$ cat src/rtl/mem_arbiter_if.sv
// Bus bundle between the fetch/memory request ports, the arbiter and the shared RAM port.
// The master modport is the arbiter's view; slave is the requester/RAM side.
interface mem_arbiter_if;
    logic        iREN;
    logic [31:0] iaddr;
    logic [31:0] iload;
    logic        ihit;
    logic        dREN;
    logic        dWEN;
    logic [31:0] daddr;
    logic [31:0] dstore;
    logic [31:0] dload;
    logic        dhit;
    logic        ramREN;
    logic        ramWEN;
    logic [31:0] ramaddr;
    logic [31:0] ramstore;
    logic [31:0] ramload;
    logic [1:0]  ramstate;
    logic        ram_err;

    modport master (
        input  iREN, iaddr, dREN, dWEN, daddr, dstore, ramload, ramstate,
        output iload, ihit, dload, dhit, ramREN, ramWEN, ramaddr, ramstore, ram_err
    );

    modport slave (
        output iREN, iaddr, dREN, dWEN, daddr, dstore, ramload, ramstate,
        input  iload, ihit, dload, dhit, ramREN, ramWEN, ramaddr, ramstore, ram_err
    );
endinterface

$ cat src/rtl/mem_arbiter.sv
// Instruction/data arbiter onto a single RAM port with hit pulses, error and timeout.
// Optional MEM_ARB_FAIR_EN: alternate grants when both sides are pending.
module mem_arbiter #(
    parameter int TIMEOUT = 16,
    parameter int CNT_W   = 8
) (
    input  logic          CLK,
    input  logic          nRST,
    mem_arbiter_if.master bus
);
    typedef enum logic [1:0] {IDLE, IGRANT, DGRANT} state_t;

    localparam logic [1:0] RAM_ACCESS = 2'd2;
    localparam logic [1:0] RAM_ERROR  = 2'd3;

    state_t           state;
    logic [CNT_W-1:0] cnt;
    logic             dreq;
    logic             access;
    logic             error;
    logic             expired;
    logic             leave;
    logic             pick_d;

`ifdef MEM_ARB_FAIR_EN
    logic last_grant;
    // Only break the tie toward fetch when data was the side served last.
    assign pick_d = dreq && !(bus.iREN && last_grant);
`else
    assign pick_d = dreq;
`endif

    assign dreq    = bus.dREN | bus.dWEN;
    assign access  = (bus.ramstate == RAM_ACCESS);
    assign error   = (bus.ramstate == RAM_ERROR);
    assign expired = (cnt == CNT_W'(TIMEOUT - 1));

    // Hits, read data and RAM controls follow the current state and live inputs,
    // so completion is visible in the same cycle the RAM reports ACCESS.
    always_comb begin
        bus.ramREN   = 1'b0;
        bus.ramWEN   = 1'b0;
        bus.ramaddr  = '0;
        bus.ramstore = '0;
        bus.ihit     = 1'b0;
        bus.dhit     = 1'b0;
        bus.iload    = '0;
        bus.dload    = '0;
        bus.ram_err  = 1'b0;
        leave        = 1'b0;
        case (state)
            IGRANT: begin
                bus.ramREN  = 1'b1;
                bus.ramaddr = bus.iaddr;
                if (!bus.iREN) begin
                    leave = 1'b1;
                end else if (access) begin
                    bus.ihit  = 1'b1;
                    bus.iload = bus.ramload;
                    leave     = 1'b1;
                end else if (error || expired) begin
                    bus.ram_err = 1'b1;
                    leave       = 1'b1;
                end
            end
            DGRANT: begin
                bus.ramaddr  = bus.daddr;
                bus.ramstore = bus.dstore;
                bus.ramWEN   = bus.dWEN;
                bus.ramREN   = bus.dREN & ~bus.dWEN;
                if (!dreq) begin
                    leave = 1'b1;
                end else if (access) begin
                    bus.dhit  = 1'b1;
                    bus.dload = bus.ramload;
                    leave     = 1'b1;
                end else if (error || expired) begin
                    bus.ram_err = 1'b1;
                    leave       = 1'b1;
                end
            end
            default: ;
        endcase
    end

    always_ff @(posedge CLK or negedge nRST) begin
        if (!nRST) begin
            state <= IDLE;
            cnt   <= '0;
        end else begin
            case (state)
                IDLE: begin
                    if (pick_d) begin
                        state <= DGRANT;
                        cnt   <= '0;
                    end else if (bus.iREN) begin
                        state <= IGRANT;
                        cnt   <= '0;
                    end
                end
                IGRANT, DGRANT: begin
                    if (leave) begin
                        state <= IDLE;
                    end else if (cnt != '1) begin
                        cnt <= cnt + CNT_W'(1);
                    end
                end
                default: state <= IDLE;
            endcase
        end
    end

`ifdef MEM_ARB_FAIR_EN
    always_ff @(posedge CLK or negedge nRST) begin
        if (!nRST) begin
            last_grant <= 1'b0;
        end else if (bus.ihit) begin
            last_grant <= 1'b0;
        end else if (bus.dhit) begin
            last_grant <= 1'b1;
        end
    end
`endif
endmodule
$ cat src/flat_wrapper.sv
// flat-port wrapper written by rule: the top's interface ports become plain ports
module mem_arbiter_flat 
#(
    parameter int TIMEOUT = 16,
    parameter int CNT_W   = 8
)
  (CLK, nRST, bus_iREN, bus_iaddr, bus_dREN, bus_dWEN, bus_daddr, bus_dstore, bus_ramload, bus_ramstate, bus_iload, bus_ihit, bus_dload, bus_dhit, bus_ramREN, bus_ramWEN, bus_ramaddr, bus_ramstore, bus_ram_err);
  mem_arbiter_if bus_i ();
  input  logic CLK;
  input  logic nRST;
  input wire logic [$bits(bus_i.iREN)-1:0] bus_iREN;
  input wire logic [$bits(bus_i.iaddr)-1:0] bus_iaddr;
  input wire logic [$bits(bus_i.dREN)-1:0] bus_dREN;
  input wire logic [$bits(bus_i.dWEN)-1:0] bus_dWEN;
  input wire logic [$bits(bus_i.daddr)-1:0] bus_daddr;
  input wire logic [$bits(bus_i.dstore)-1:0] bus_dstore;
  input wire logic [$bits(bus_i.ramload)-1:0] bus_ramload;
  input wire logic [$bits(bus_i.ramstate)-1:0] bus_ramstate;
  output wire logic [$bits(bus_i.iload)-1:0] bus_iload;
  output wire logic [$bits(bus_i.ihit)-1:0] bus_ihit;
  output wire logic [$bits(bus_i.dload)-1:0] bus_dload;
  output wire logic [$bits(bus_i.dhit)-1:0] bus_dhit;
  output wire logic [$bits(bus_i.ramREN)-1:0] bus_ramREN;
  output wire logic [$bits(bus_i.ramWEN)-1:0] bus_ramWEN;
  output wire logic [$bits(bus_i.ramaddr)-1:0] bus_ramaddr;
  output wire logic [$bits(bus_i.ramstore)-1:0] bus_ramstore;
  output wire logic [$bits(bus_i.ram_err)-1:0] bus_ram_err;
  assign bus_i.iREN = bus_iREN;
  assign bus_i.iaddr = bus_iaddr;
  assign bus_i.dREN = bus_dREN;
  assign bus_i.dWEN = bus_dWEN;
  assign bus_i.daddr = bus_daddr;
  assign bus_i.dstore = bus_dstore;
  assign bus_i.ramload = bus_ramload;
  assign bus_i.ramstate = bus_ramstate;
  assign bus_iload = bus_i.iload;
  assign bus_ihit = bus_i.ihit;
  assign bus_dload = bus_i.dload;
  assign bus_dhit = bus_i.dhit;
  assign bus_ramREN = bus_i.ramREN;
  assign bus_ramWEN = bus_i.ramWEN;
  assign bus_ramaddr = bus_i.ramaddr;
  assign bus_ramstore = bus_i.ramstore;
  assign bus_ram_err = bus_i.ram_err;
  mem_arbiter #(.TIMEOUT(TIMEOUT), .CNT_W(CNT_W)) u_core (.CLK(CLK), .nRST(nRST), .bus(bus_i));
endmodule
$ cat config.mk
export PLATFORM = sky130hd
export DESIGN_NAME = mem_arbiter_flat
export DESIGN_NICKNAME = d
export VERILOG_FILES = /design/src/rtl/mem_arbiter_if.sv /design/src/rtl/mem_arbiter.sv /design/src/flat_wrapper.sv
export SDC_FILE = /design/constraint.sdc
export NUM_CORES = 1
export LEC_CHECK = 0
export ABC_AREA = 1
export BUFFER_PORTS_ARGS = -buffer_cell sky130_fd_sc_hd__buf_2
export CAP_MARGIN = 40
export CORE_AREA = 5 5 101 103
export CTS_CLUSTER_DIAMETER = 120
export CTS_CLUSTER_SIZE = 30
export DETAILED_ROUTE_END_ITERATION = 6
export DIE_AREA = 0 0 106 108
export PLACE_DENSITY = 0.57
export RECOVER_POWER = 50
export SLEW_MARGIN = 5
export SYNTH_ARGS = -nofsm -noshare
export SYNTH_HDL_FRONTEND = slang
export SYNTH_SLANG_ARGS = --single-unit
$ cat constraint.sdc
create_clock -name CLK -period 1.6 [get_ports CLK]
set_input_delay 0.16 -clock CLK [delete_from_list [all_inputs] [get_ports CLK]]
set_output_delay 0.16 -clock CLK [all_outputs]
set_load 0.02 [all_outputs]
# == After elaboration in Yosys (flattened, before gate mapping) ==
# Cells that the tools add are included.
# totals
output_inout_bits,133
ff_bits,10
word_cells,54
# op_classes
n_reduce_logical,6
n_bitwise,3
mux,32
eq_ne,10
n_addsub,1
# ops
cell,n
two-way mux 32 bit,6
case mux 32 bit (2 select lines),1
two-way mux 8 bit,4
case mux 8 bit (2 select lines),1
two-way mux 1 bit,13
"adder 8 x 1 -> 8 bit, second input constant",1
"== test 8 x 4 -> 1 bit, second input constant",1
"inequality test 8 bit, second input constant",1
"== test 2 bit, second input constant",3
two-way mux 2 bit,3
case mux 1 bit (2 select lines),3
"inequality test 2 x 1 -> 1 bit, second input constant",2
case mux 2 bit (2 select lines),1
AND reduction 4 bit,1
"inequality test 3 x 2 -> 1 bit, second input constant",1
"== test 2 x 1 -> 1 bit, second input constant",1
zero test 2 bit,1
"inequality test 2 bit, second input constant",1
AND reduction 2 bit,1
nonzero test 2 bit,1
OR reduction 2 bit,1
AND 1 bit,1
logical OR 1 bit,1
NOT 1 bit,1
bitwise OR 1 bit,1

# == Logic depth before layout (Yosys ltp) ==
# depth
word_depth,8
ltp_mapped,11

# == Worst setup path after synthesis ==
# No wires, ideal clock.
# synth_path
kind,register to output
startpoint,register u_core.state[0]
endpoint,output port bus_ram_err
path_slack_ns,-0.628
path_buffers,1
arrival_time_ns,2.068
stages_incl_launch_ff,6
cell_sequence,dfrtp_1 -> inv_1 -> ha_1 -> buf_4 -> inv_2 -> a2111oi_0
# synth_between
elab_chain_cells,2
# synth_lines
element,line_no,source
from (decl),mem_arbiter.sv:16,state_t state;
from (signal assigned),mem_arbiter.sv:88,state <= IDLE;
from (signal assigned),mem_arbiter.sv:94,state <= DGRANT;
from (signal assigned),mem_arbiter.sv:97,state <= IGRANT;
== test 2 bit or == test 2 x 1 -> 1 bit (tied branches),mem_arbiter.sv:51,case (state)
case mux 1 bit (2 select lines) (*),mem_arbiter.sv:51,
to (decl),flat_wrapper.sv:27,output wire logic [$bits(bus_i.ram_err)-1:0] bus_ram_err;
# Mark *: on every way between the ends. The rest lies on a longest branch, timed or not.

# == Final worst setup path ==
# layout_path
startpoint,register u_core.state[1]
endpoint,output port bus_dload[29]
# layout_between
elab_chain_cells,2
# layout_lines
element,line_no,source
== test 2 bit,mem_arbiter.sv:51,
two-way mux 32 bit,mem_arbiter.sv:51,
to (decl),flat_wrapper.sv:21,output wire logic [$bits(bus_i.dload)-1:0] bus_dload;
# No other way between the ends.

==> flow_metrics.env <==
export IMPL_ys_ff_latch=10
export IMPL_gp_congestion=0.874
export IMPL_h_tree_depth=1
export IMPL_synth_top_area_share_pct=25.7
export IMPL_worst_pin_slew_ns=0.587
export IMPL_clock_path_buffers=2
export IMPL_endpoint_kind="primary output"
export IMPL_fin_crit_ns=1.83
export IMPL_start_util_pct=20.8
export IMPL_fp_dieH_um=108
export IMPL_layout_nets=843
export IMPL_leakagePower_nw=3.05
export IMPL_portBuffers=267
export IMPL_ir_drop_uv=533
export IMPL_drive_gt1_share_pct=68.2
export IMPL_worstPathRequired_ns=1.44
export IMPL_clk_latency_ns=0.23
export IMPL_status="finished with violations"
export IMPL_fin_ws_ns=-0.233
export IMPL_rows=35
export IMPL_multi_input_area_um2=2070
export IMPL_drv_cap=0
export IMPL_fmax_mhz=545
export IMPL_hold_viol=0
export IMPL_cts_clk_slew_worst_paths_ns=0.05
export IMPL_antenna_left=0
export IMPL_core_um2=9110
export IMPL_num_io_pins=268
export IMPL_yosysUniqueCellTypes=23
export IMPL_total_power_mw=6.58
export IMPL_wl_per_cell_um=17.6
export IMPL_die_area_um2=11400
export IMPL_postPlaceCellArea_um2=3900
export IMPL_n_antenna_cell=0
export IMPL_crit_path_start_kind="register"
export IMPL_period_share_pct=115
export IMPL_drt_wl_total_mm=14.3
export IMPL_setup_viol=140
export IMPL_cts_tree="built"
export IMPL_crit_type="reg -> out"
export IMPL_regArea_um2=250
export IMPL_cts_buffers=3
export IMPL_drt_pre_antenna_iters=4
export IMPL_dieWidth_um=106
export IMPL_syn_nets=535
export IMPL_rsz0062_at_grt="yes"
export IMPL_drt_iter0_markers=223
export IMPL_vias_per_cell=4.65
export IMPL_syn_avg_cell_area_um2=4.80
export IMPL_overflow=0
export IMPL_ys_warn_count=0
export IMPL_ys_top_cells_by_area="nand2_1 26%, nor2_1 16%, inv_1 15%"
export IMPL_syn_inst=395
export IMPL_slew_viol_final=0
export IMPL_cts_root_buf="clkbuf_8"
export IMPL_path_max_fanout=8
export IMPL_antenna_found_initial=0
export IMPL_fillers=736
export IMPL_grt_max_degree=34
export IMPL_vias=3777
export IMPL_syn2layout_area_growth_pct=195
export IMPL_clock_sinks=10
export IMPL_netlist_top_cell_by_area="nand2_1"
export IMPL_synth_area_um2=1900
export IMPL_ys_seq_area_share_pct=13.2
export IMPL_hpwl_mm=8.72
export IMPL_final_area_um2=5600
export IMPL_grt_usage_pct=18.4
export IMPL_power_density_nw_per_um2=1170
export IMPL_grt_pass1_vias=3486
export IMPL_slew_headroom_pct=60.8
export IMPL_critPathArrivalTime_ns=1.67
export IMPL_final_setup_skew_ns=0.00465
export IMPL_violations="setup timing"
export IMPL_remaining_drc_errors=0
export IMPL_min_path_type="in -> reg"
export IMPL_grt_pass1_wl_mm=17.4
-- logic make-up (layout without fill, tap and decap cells) --
group           count (synthesis)  in the layout  synth area share, %
fa+ha+maj                       5              5                 3.30
compound gates                 42             42                 11.9
flops                          10             10                 13.2
simple gates                  235            236                 50.9
buf+inv                       103            409                 20.7
-- cells in the final DEF (no fill, tap or decap), types with 2 or more instances in the layout --
cell / n
a21oi_1: 6
nand2_1: 110
nand3_2: 3
nor2_4: 66
buf_2: 147
o21ai_0: 2
a21oi_2: 31
nand2_4: 14
buf_16: 2
nor2_1: 12
ha_1: 2
inv_2: 16
nand4_1: 8
buf_12: 12
nor3_1: 2
buf_8: 2
inv_4: 4
a21oi_4: 2
ha_4: 2
inv_1: 62
dfrtp_1: 10
nor2_2: 2
buf_4: 59
clkbuf_16: 8
nand2_2: 8
clkbuf_8: 4
buf_6: 90
nand3_1: 7
-- layout make-up --
cell class              count  area share, %
repair buffers            323           49.4
well taps                 111           2.48
clock buffers               4          0.983
multi-input cells         283           37.0
flip-flops and latches     10           4.47
inverters                  82           5.68
-- synth_stat cells --
cell type  instances
nand2_1          130
nor2_1            79
inv_1             75
a21oi_1           38
clkbuf_1          14
dfrtp_1           10
nand3_1           10
nand4_1            8
inv_2              7
ha_1               5
buf_1              4
buf_2              2
nor3_1             2
o21ai_0            2
a2111oi_0          1
a21oi_4            1
buf_4              1
nand2_2            1
nand2_4            1
nand3_4            1
nand3b_4           1
nor2_2             1
nor3_2             1
-- where the power goes --
| part | internal (mW) | leakage (nW) | switching [mW] | total, mW |
|---|---|---|---|---|
| Combinational | 2.67 | 2.88 | 3.26 | 5.93 |
| Clock | 0.216 | 0.0288 | 0.0941 | 0.310 |
| Sequential | 0.298 | 0.136 | 0.0378 | 0.335 |
| Total | 3.19 | 3.05 | 3.39 | 6.58 |
-- per-stage QoR --
step / hold WS, ns / TNS [ns] / utilization [%] / cells / worst slack [ns]
after floorplan: -0.136 / -4.88 / - / 395 / -0.111
after global routing: 0.284 / -29.67 / 61.5 / 813 / -0.300
after global placement: 0.0369 / -0.0659 / 42.8 / 775 / -0.0659
after CTS: 0.252 / -19.37 / 50.9 / 791 / -0.191
final: 0.249 / -20.35 / 61.5 / 813 / -0.233
after detailed placement: 0.0383 / -0.760 / 42.8 / 775 / -0.0608
-- per-layer routing --
metal | track usage, % | share of wire [%]
met5 | 0 | 0
met4 | 4.26 | 3.8
met3 | 4.30 | 8.3
met2 | 34.9 | 54
met1 | 20.7 | 34
-- registers in the layout (all words and copies together), names as in the netlist --
| register | count |
|---|---|
| u_core.cnt | 8 |
| u_core.state | 2 |
-- critical path, cell delays in order (launching register included) --
cell and delay [ns]:
dfrtp_1 0.39, buf_6 0.12, ha_4 0.17, inv_4 0.05, nor2_4 0.11, nand2_4 0.08
buf_12 0.14, buf_12 0.15, nor2_4 0.10, buf_6 0.12
-- worst paths after layout --
kind                                   end  slack (ns)            start  cells after the start
hold reg to reg              u_core.cnt[2]        0.55    u_core.cnt[2]                      2
max in group asynchronous  u_core.state[0]        0.77             nRST                      2
hold / removal             u_core.state[0]        0.25         bus_iREN                      3
min in group asynchronous    u_core.cnt[2]        0.44             nRST                      2
setup / recovery             bus_dload[29]       -0.23  u_core.state[1]                      9
setup reg to reg             u_core.cnt[7]       -0.10  u_core.state[1]                     10
-- repair_timing --
action                                 4_1_cts  5_1_grt
setup endpoints to repair                  140      142
hold buffers                                 1        0
endpoints found under the hold margin       10        0
cloned                                       5       11
resized for setup                          153      201
pin swaps                                    3       18
buffers inserted                             6       11
Power figures use the tool's default switching activity.
